**src/rtl/pol2rec.sv**
```systemverilog
// Iterative CORDIC rotation: polar (16Q16 modulus, 8Q24 degrees) to rectangular 16Q16.
// Optional completion strobe port `done` when POL2REC_DONE_EN is defined.
module pol2rec #(
  parameter int ROMSIZE     = 32,
  parameter int COUNTERSIZE = 6,
  parameter int INSIZE      = 32,
  parameter int OUTSIZE     = 32
) (
  input  logic                clock,
  input  logic                reset,
  input  logic                start,
  output logic                busy,
  input  logic [INSIZE-1:0]   mod,
  input  logic [INSIZE-1:0]   angle,
  output logic [OUTSIZE-1:0]  x,
  output logic [OUTSIZE-1:0]  y
`ifdef POL2REC_DONE_EN
  ,
  output logic                done
`endif
);

  // state  | meaning
  // IDLE   | waiting for start, outputs hold last result
  // INIT   | gain compensation and quadrant pre-rotation
  // ITER   | one micro-rotation per cycle, ROMSIZE cycles
  // DONE   | saturate and publish x/y, drop busy
  typedef enum logic [1:0] {S_IDLE, S_INIT, S_ITER, S_DONE} state_t;

  localparam int XW = INSIZE + 2;
  localparam int PW = INSIZE + 33;
  localparam logic [31:0] GAIN = 32'h4DBA76D4;
  localparam logic signed [INSIZE:0] DEG90  = (INSIZE+1)'(90)  <<< (INSIZE - 8);
  localparam logic signed [INSIZE:0] DEG180 = (INSIZE+1)'(180) <<< (INSIZE - 8);

  state_t                   r_state;
  logic signed [INSIZE-1:0] r_mod;
  logic signed [INSIZE-1:0] r_angle;
  logic signed [INSIZE-1:0] r_z;
  logic signed [XW-1:0]     r_xr;
  logic signed [XW-1:0]     r_yr;
  logic [COUNTERSIZE-1:0]   r_cnt;

  logic signed [PW-1:0]     w_mod_ext;
  logic signed [PW-1:0]     w_gain_ext;
  logic signed [PW-1:0]     w_prod;
  logic signed [XW-1:0]     w_gain;
  logic signed [INSIZE:0]   w_ang_ext;
  logic signed [INSIZE:0]   w_z_pre;
  logic                     w_flip;
  logic signed [XW-1:0]     w_xs;
  logic signed [XW-1:0]     w_ys;
  logic signed [INSIZE-1:0] w_atan;
  logic                     w_unused;

  function automatic logic [INSIZE-1:0] atan_rom(input logic [COUNTERSIZE-1:0] idx);
    logic [31:0] v;
    v = 32'h0;
    case (int'(idx))
      0:  v = 32'h2D000000;  1:  v = 32'h1A90A731;  2:  v = 32'h0E094740;  3:  v = 32'h07200112;
      4:  v = 32'h03938AA6;  5:  v = 32'h01CA3795;  6:  v = 32'h00E52A1B;  7:  v = 32'h007296D8;
      8:  v = 32'h00394BA5;  9:  v = 32'h001CA5DA;  10: v = 32'h000E52EE;  11: v = 32'h00072977;
      12: v = 32'h000394BC;  13: v = 32'h0001CA5E;  14: v = 32'h0000E52F;  15: v = 32'h00007297;
      16: v = 32'h0000394C;  17: v = 32'h00001CA6;  18: v = 32'h00000E53;  19: v = 32'h00000729;
      20: v = 32'h00000395;  21: v = 32'h000001CA;  22: v = 32'h000000E5;  23: v = 32'h00000073;
      24: v = 32'h00000039;  25: v = 32'h0000001D;  26: v = 32'h0000000E;  27: v = 32'h00000007;
      28: v = 32'h00000004;  29: v = 32'h00000002;  30: v = 32'h00000001;  31: v = 32'h00000000;
      default: v = 32'h0;
    endcase
    return INSIZE'(v);
  endfunction

  // Clamp the guarded datapath value into the signed output range.
  function automatic logic [OUTSIZE-1:0] sat(input logic signed [XW-1:0] v);
    logic [OUTSIZE-1:0] r;
    if ((&v[XW-1:OUTSIZE-1]) || !(|v[XW-1:OUTSIZE-1]))
      r = v[OUTSIZE-1:0];
    else if (v[XW-1])
      r = {1'b1, {(OUTSIZE-1){1'b0}}};
    else
      r = {1'b0, {(OUTSIZE-1){1'b1}}};
    return r;
  endfunction

  assign w_mod_ext  = {{(PW-INSIZE){r_mod[INSIZE-1]}}, r_mod};
  assign w_gain_ext = {{(PW-32){1'b0}}, GAIN};
  assign w_prod     = w_mod_ext * w_gain_ext;
  assign w_gain     = w_prod[31 +: XW];
  assign w_ang_ext  = {r_angle[INSIZE-1], r_angle};
  assign w_xs       = r_xr >>> r_cnt;
  assign w_ys       = r_yr >>> r_cnt;
  assign w_atan     = atan_rom(r_cnt);
  assign w_unused   = (^w_prod[30:0]) ^ w_z_pre[INSIZE];

  // Angles beyond +/-90 deg are folded by 180 deg; the modulus sign flip compensates.
  always_comb begin
    w_z_pre = w_ang_ext;
    w_flip  = 1'b0;
    if (w_ang_ext > DEG90) begin
      w_z_pre = w_ang_ext - DEG180;
      w_flip  = 1'b1;
    end else if (w_ang_ext < -DEG90) begin
      w_z_pre = w_ang_ext + DEG180;
      w_flip  = 1'b1;
    end
  end

  always_ff @(posedge clock or posedge reset) begin
    if (reset) begin
      r_state <= S_IDLE;
      busy    <= 1'b0;
      x       <= '0;
      y       <= '0;
      r_mod   <= '0;
      r_angle <= '0;
      r_z     <= '0;
      r_xr    <= '0;
      r_yr    <= '0;
      r_cnt   <= '0;
`ifdef POL2REC_DONE_EN
      done    <= 1'b0;
`endif
    end else begin
`ifdef POL2REC_DONE_EN
      done <= 1'b0;
`endif
      case (r_state)
        S_IDLE: begin
          if (start) begin
            r_mod   <= mod;
            r_angle <= angle;
            busy    <= 1'b1;
            r_state <= S_INIT;
          end
        end
        S_INIT: begin
          r_xr    <= w_flip ? -w_gain : w_gain;
          r_yr    <= '0;
          r_z     <= w_z_pre[INSIZE-1:0];
          r_cnt   <= '0;
          r_state <= S_ITER;
        end
        S_ITER: begin
          if (!r_z[INSIZE-1]) begin
            r_xr <= r_xr - w_ys;
            r_yr <= r_yr + w_xs;
            r_z  <= r_z - w_atan;
          end else begin
            r_xr <= r_xr + w_ys;
            r_yr <= r_yr - w_xs;
            r_z  <= r_z + w_atan;
          end
          r_cnt <= r_cnt + 1'b1;
          if (r_cnt == COUNTERSIZE'(ROMSIZE - 1))
            r_state <= S_DONE;
        end
        S_DONE: begin
          x       <= sat(r_xr);
          y       <= sat(r_yr);
          busy    <= 1'b0;
`ifdef POL2REC_DONE_EN
          done    <= 1'b1;
`endif
          r_state <= S_IDLE;
        end
        default: r_state <= S_IDLE;
      endcase
    end
  end

endmodule

```
**config.mk**
```make
export PLATFORM = sky130hd
export DESIGN_NAME = pol2rec
export DESIGN_NICKNAME = d
export VERILOG_FILES = /design/src/rtl/pol2rec.sv
export SDC_FILE = /design/constraint.sdc
export NUM_CORES = 2
export LEC_CHECK = 0
export CORE_UTILIZATION = 64
export CTS_CLUSTER_DIAMETER = 200
export DETAILED_ROUTE_END_ITERATION = 10
export GPL_TIMING_DRIVEN = 0
export PLACE_DENSITY = 0.9
export SYNTH_ARGS = -nofsm -noshare
export SYNTH_HDL_FRONTEND = slang
export SYNTH_SLANG_ARGS = --single-unit
```
**constraint.sdc**
```tcl
create_clock -name clock -period 12.7 [get_ports clock]
set_input_delay 3.81 -clock clock [delete_from_list [all_inputs] [get_ports clock]]
set_output_delay 3.81 -clock clock [all_outputs]
set_load 0.01 [all_outputs]
```
# After elaboration in Yosys (flattened, before gate mapping)
# Memories as Yosys holds them, arrays and structs flattened.
# Index checks and enable logic that the tools add are counted.
# totals
mem_count	1
rom_bits	960
mem_bits_rw	0
in_bits	67
reg_bits	237
latchBits	0
# mem_list
name	words	word_bits	read_ports	rd_clocked_by_memory_dff	wr	line	text
(no name shown)	32	30	1	0	0	59	case (int'(idx))
# classes
n_mux	22
n_shift	2
order_cmp	2
mul	1
addsub	10
n_bitwise	0
n_reduce_logical	14
eq_ne	6
div_mod_pow	0
# ops
operator	count
$mux W32	8
$pmux W34 S2	2
$mux W34	3
$add A34 B34 Y34	2
$sshr A34 B6 Y34	2
$sub A34 B34 Y34	2
$pmux W32 S2	1
$mul A32 B30 Y62 const B	1
$neg A33 Y34	1
$add A32 B32 Y32	1
$add A32 B32 Y32 const B	1
$gt A32 B32 Y1 const B	1
$lt A32 B32 Y1 const B	1
$sub A32 B32 Y32	1
$sub A32 B32 Y32 const B	1
$pmux W6 S2	1
$pmux W2 S4	1
$add A6 B1 Y6 const B	1
$eq A6 B5 Y1 const B	1
$reduce_and A2 Y1	3
$reduce_and A3 Y1	2
$reduce_or A3 Y1	2
$eq A2 B2 Y1 const B	2
$mux W2	2
8 further kinds	14

# Logic depth before layout (Yosys ltp)
# logic_depth
ltp_word	5
mapped_depth	33
mapped_depth_nobuf	32

# Least setup slack after synthesis
# OpenSTA, ideal clock, no wires.
# synth_timing
kind	register to register
start	reg r_mod[31]
end	reg r_xr[29]
setup_ns	0.125
t_required_ns	12.575
setup_slack_ns	4.439
path_stages_with_launch	28
arrival_time_ns	8.137
path_buffers	3
path_cell_list	dfrtp_1 -> ha_1 -> fa_1 -> fa_1 -> fa_1 -> inv_1 -> fa_1 -> fa_1 -> fa_1 -> inv_1 -> fa_1 -> inv_1 -> ha_1 -> clkbuf_1 -> and3_1 -> clkbuf_1 -> a31o_2 -> a2111oi_0 -> a211o_1 -> xor2_1 -> o211ai_1 -> nor4_2 -> and3_1 -> buf_2 -> a31oi_1 -> xor2_1 -> mux2i_1 -> mux2_2
# synth_via
elab_chain_len	4
# synth_lines
item	line	text
start: declaration	37	logic signed [INSIZE-1:0] r_mod;
start signal: assignment	130	r_mod <= mod;
$mul A32 B30 Y62 (*)	87	assign w_prod = w_mod_ext * w_gain_ext;
$neg A33 Y34	137	r_xr <= w_flip ? -w_gain : w_gain;
$mux W34 (*)	137	
$pmux W34 S2 (*)	127	case (r_state)
end signal: assignment	137	
end signal: assignment	145	r_xr <= r_xr - w_ys;
end signal: assignment	149	r_xr <= r_xr + w_ys;
end: declaration	40	logic signed [XW-1:0] r_xr;
# Mark *: on every way between the ends. The rest lies on a longest branch, timed or not.
# A chain may end at the register's enable or synchronous reset.

# Worst setup path in the final report
# layout_timing
start	reg r_mod[31]
end	reg r_xr[33]
# The elaborated chain is that of the path after synthesis.

==> summary.md <==
| Metric | Value |
|---|---|
| Routability-driven placement congestion ratio | `1.171` |
| Post-CTS Hold Fix Bufs | `0` |
| Most common cell in the netlist | `inv_1` |
| Number of remaining DRC errors | `0` |
| Synth Warn # | `0` |
| Final nets | `5,740` |
| Largest net degree at the start of global routing | `113` |
| Post-Synthesis Cell Area | `41,900 sq um` |
| RSZ-0062 raised after global routing | `no` |
| Worst Max-Slew Pin Slew | `1430 ps` |
| CP Data Required Time | `13,210 ps` |
| Synth area leader | `fa_1` |
| Avg WL per Cell | `28.64 um` |
| Clk buf depth | `3` |
| Initial DRC count | `4,524` |
| Area grow syn2layout | `8.540%` |
| Layout cells sized above 1 | `7.728%` |
| Status | `complete, no violations` |
| Top cells by area, synth | `fa_1, ha_1, dfrtp_1` |
| CTS root buffer | `clkbuf_16` |
| Htree depth | `1` |
| Post-Route Setup TNS | `0 ps` |
| Clock-pin slew on the worst setup and hold paths | `70 ps` |
| Grt total ovfl | `0` |
| Primary FF master, synth | `dfrtp_1` |
| Slew HR | `4.635%` |
| DRT Pass-1 Iters | `6` |
| Worst Path Arrival | `10,660 ps` |
| # IOs | `132` |
| Crit path launch type | `register` |
| First-pass GRT wire length | `239,400 um` |
| Synth top cells by count | `inv_1, ha_1, fa_1` |
| # port buffers | `131` |
| Reg2reg start | `r_mod[31]` |
| Vias after detailed routing | `37,460` |
| CP max FO | `34` |
| Cell family with most CP delay | `adder cells` |
| Die H | `257.9 um` |
| TritonCTS Sinks | `237` |
| Post-CTS Setup Inserts | `0` |
| #FFs+latches synth | `237` |
| Most frequent CP cell | `fa_1` |
| Die Area | `66,500 sq um` |
| Gate Count Post-Synth | `4,598` |
| Hold Fails Final Rpt | `0` |
| Syn avg cell area | `9.114 sq um` |
| CTS tree | `done` |
| Post-cts resize count | `0` |
| Sequential fraction of the synthesis area | `14.15%` |
| Area share of the largest cell type after synthesis | `20.26%` |
| CP max stage delay | `1250 ps` |
| Critical Path End Type | `register` |
| Critical path type | `reg -> reg` |
| Number of global-route vias before repair | `39,120` |
| Slack of the worst reg-to-reg path | `2550 ps` |
| Max-cap violations | `0` |
| Setup Skew | `36.44 ps` |
| Clock Latency Late Sink | `640 ps` |
| Wirelength, routed | `161,700 um` |
| WP buf/inv | `5` |
| Core footprint | `64,580 sq um` |
| Row count | `93` |
| Total GRT Usage | `48.65%` |
| Antenna viol nets, final | `0` |
| Number of stages on the worst setup path | `26` |
| Worst r2r dst | `r_xr[33]` |
| R2R depth | `26` |
| Post-DP HPWL | `129,100 um` |
| Crit. Startpoint | `r_mod[31]` |
| Period Utilization, post-route | `79.94%` |
| Post-synth EDFFs | `0` |
| Max-slew violation count | `0` |
| Post-layout min period | `10,150 ps` |
| Die Width | `257.9 um` |
| Worst min-delay path class | `reg -> reg` |
| Final setup vio count | `0` |
| Slowest CP cell | `dfrtp_1` |
| Achievable Freq | `0.09850 GHz` |
| Starting Density | `64.89%` |
| DR vias/cell | `6.635` |
| Post-synth ARST share | `100.0%` |
| Post-synthesis net count | `5,573` |
| TritonCTS buffer count | `30` |
| Yosys cell types | `103` |
| Critical Path Sink | `r_xr[33]` |
| Initial antenna violation count | `2` |
==> layout by cell type (no fill, tap or decap), drive strengths merged, types with 49 or more instances in the layout <==
master,count
xnor2,177
buf,79
ha,484
o21ai,172
xor2,154
clkbuf,146
a21oi,373
clkdlybuf4s50,131
nand2,235
a21o,87
fa,424
mux2i,70
a31oi,53
mux2,162
nor2,327
nor3,49
mux4,84
dfrtp,237
inv,762
==> kinds of logic (layout without fill, tap and decap cells) <==
kind of cell             after synthesis  after routing  synth area share, %
flip-flops                           237            237                14.15
AND/OR/NAND/NOR                      885            885                9.865
other                                  0              3                    0
AO/OA/AOI/OAI                        971            971                14.52
multiplexers                         316            316                10.76
adder cells (fa/ha/maj)              908            908                34.71
XOR/XNOR                             331            331                6.918
buffers and inverters                950           1140                9.077
==> registers in the layout, indices dropped and copies added, names as in the netlist <==
signal and count:
busy 1, r_angle 32, r_cnt 6, r_mod 32, r_state 2, r_xr 34
r_yr 34, r_z 32, x 32, y 32
==> cell type report <==
cell class / instances / area (sq um)
repair buffers: 135 / 1396
inverters: 764 / 2878
clock buffers: 36 / 803.3
well taps: 855 / 1070
plain buffers: 186 / 933.4
multi-input cells: 3411 / 32170
flip-flops and latches: 237 / 5931
fillers: 4638 / 19100
diodes: 3 / 7.507
clock inverters: 19 / 292.8
==> worst reg2reg max path, cell delays in order (launching register included) <==
cell and delay, ps:
dfrtp_1 1250, ha_1 460, fa_1 730, fa_1 480, fa_1 530, inv_1 60
fa_1 590, fa_1 450, fa_1 560, inv_1 80, fa_1 480, inv_1 50
ha_1 280, clkbuf_1 190, and3_1 220, clkbuf_1 170, a31o_2 300, a2111oi_0 360
a211o_1 370, o2111ai_1 310, a31oi_1 390, xnor2_1 180, nor4_1 620, and3_1 290
a311oi_1 90, a211oi_1 480, a211oi_2 80
==> metal layers <==
metal | share of wire, % | GRT usage (%) | wire length, um | vias to the layer above
li1 | - | - | - | 15950
met4 | 10 | 40.01 | 16520 | 0
met2 | 45 | 78.43 | 72750 | 2533
met3 | 9.9 | 12.33 | 16010 | 868
met5 | 0 | 0 | 0 | -
met1 | 35 | 54.61 | 56420 | 18110
==> stage by stage <==
| step | instance area [sq um] | std cells | setup slack (ps) | hold slack (ps) | util [%] |
|---|---|---|---|---|---|
| global route | 45480 | 5644 | 2388 | 523.8 | 70.42 |
| floorplan | 41900 | 4598 | 2387 | 461.2 | - |
| global placement | 44290 | 5584 | -993.7 | 481.5 | 68.57 |
| finish | 45480 | 5646 | 2548 | 505.1 | 70.43 |
| CTS | 45470 | 5643 | 2866 | 502.4 | 70.42 |
| detailed placement | 44380 | 5588 | 2907 | 485.5 | 68.72 |
==> worst min-delay path by stage <==
| stage | from | end | slack, ps | cells after the start |
|---|---|---|---|---|
| detailed placement | r_z[30] | r_z[30] | 490 | 1 |
| CTS | r_z[30] | r_z[30] | 500 | 1 |
| global placement | r_z[30] | r_z[30] | 480 | 1 |
| global route | x[30] | x[30] | 520 | 1 |
| finish | r_z[30] | r_z[30] | 510 | 1 |
| floorplan | r_z[30] | r_z[30] | 460 | 1 |
Power is not shown: default switching activity piles up to over one toggle a cycle in this logic, so the estimate is an artifact.
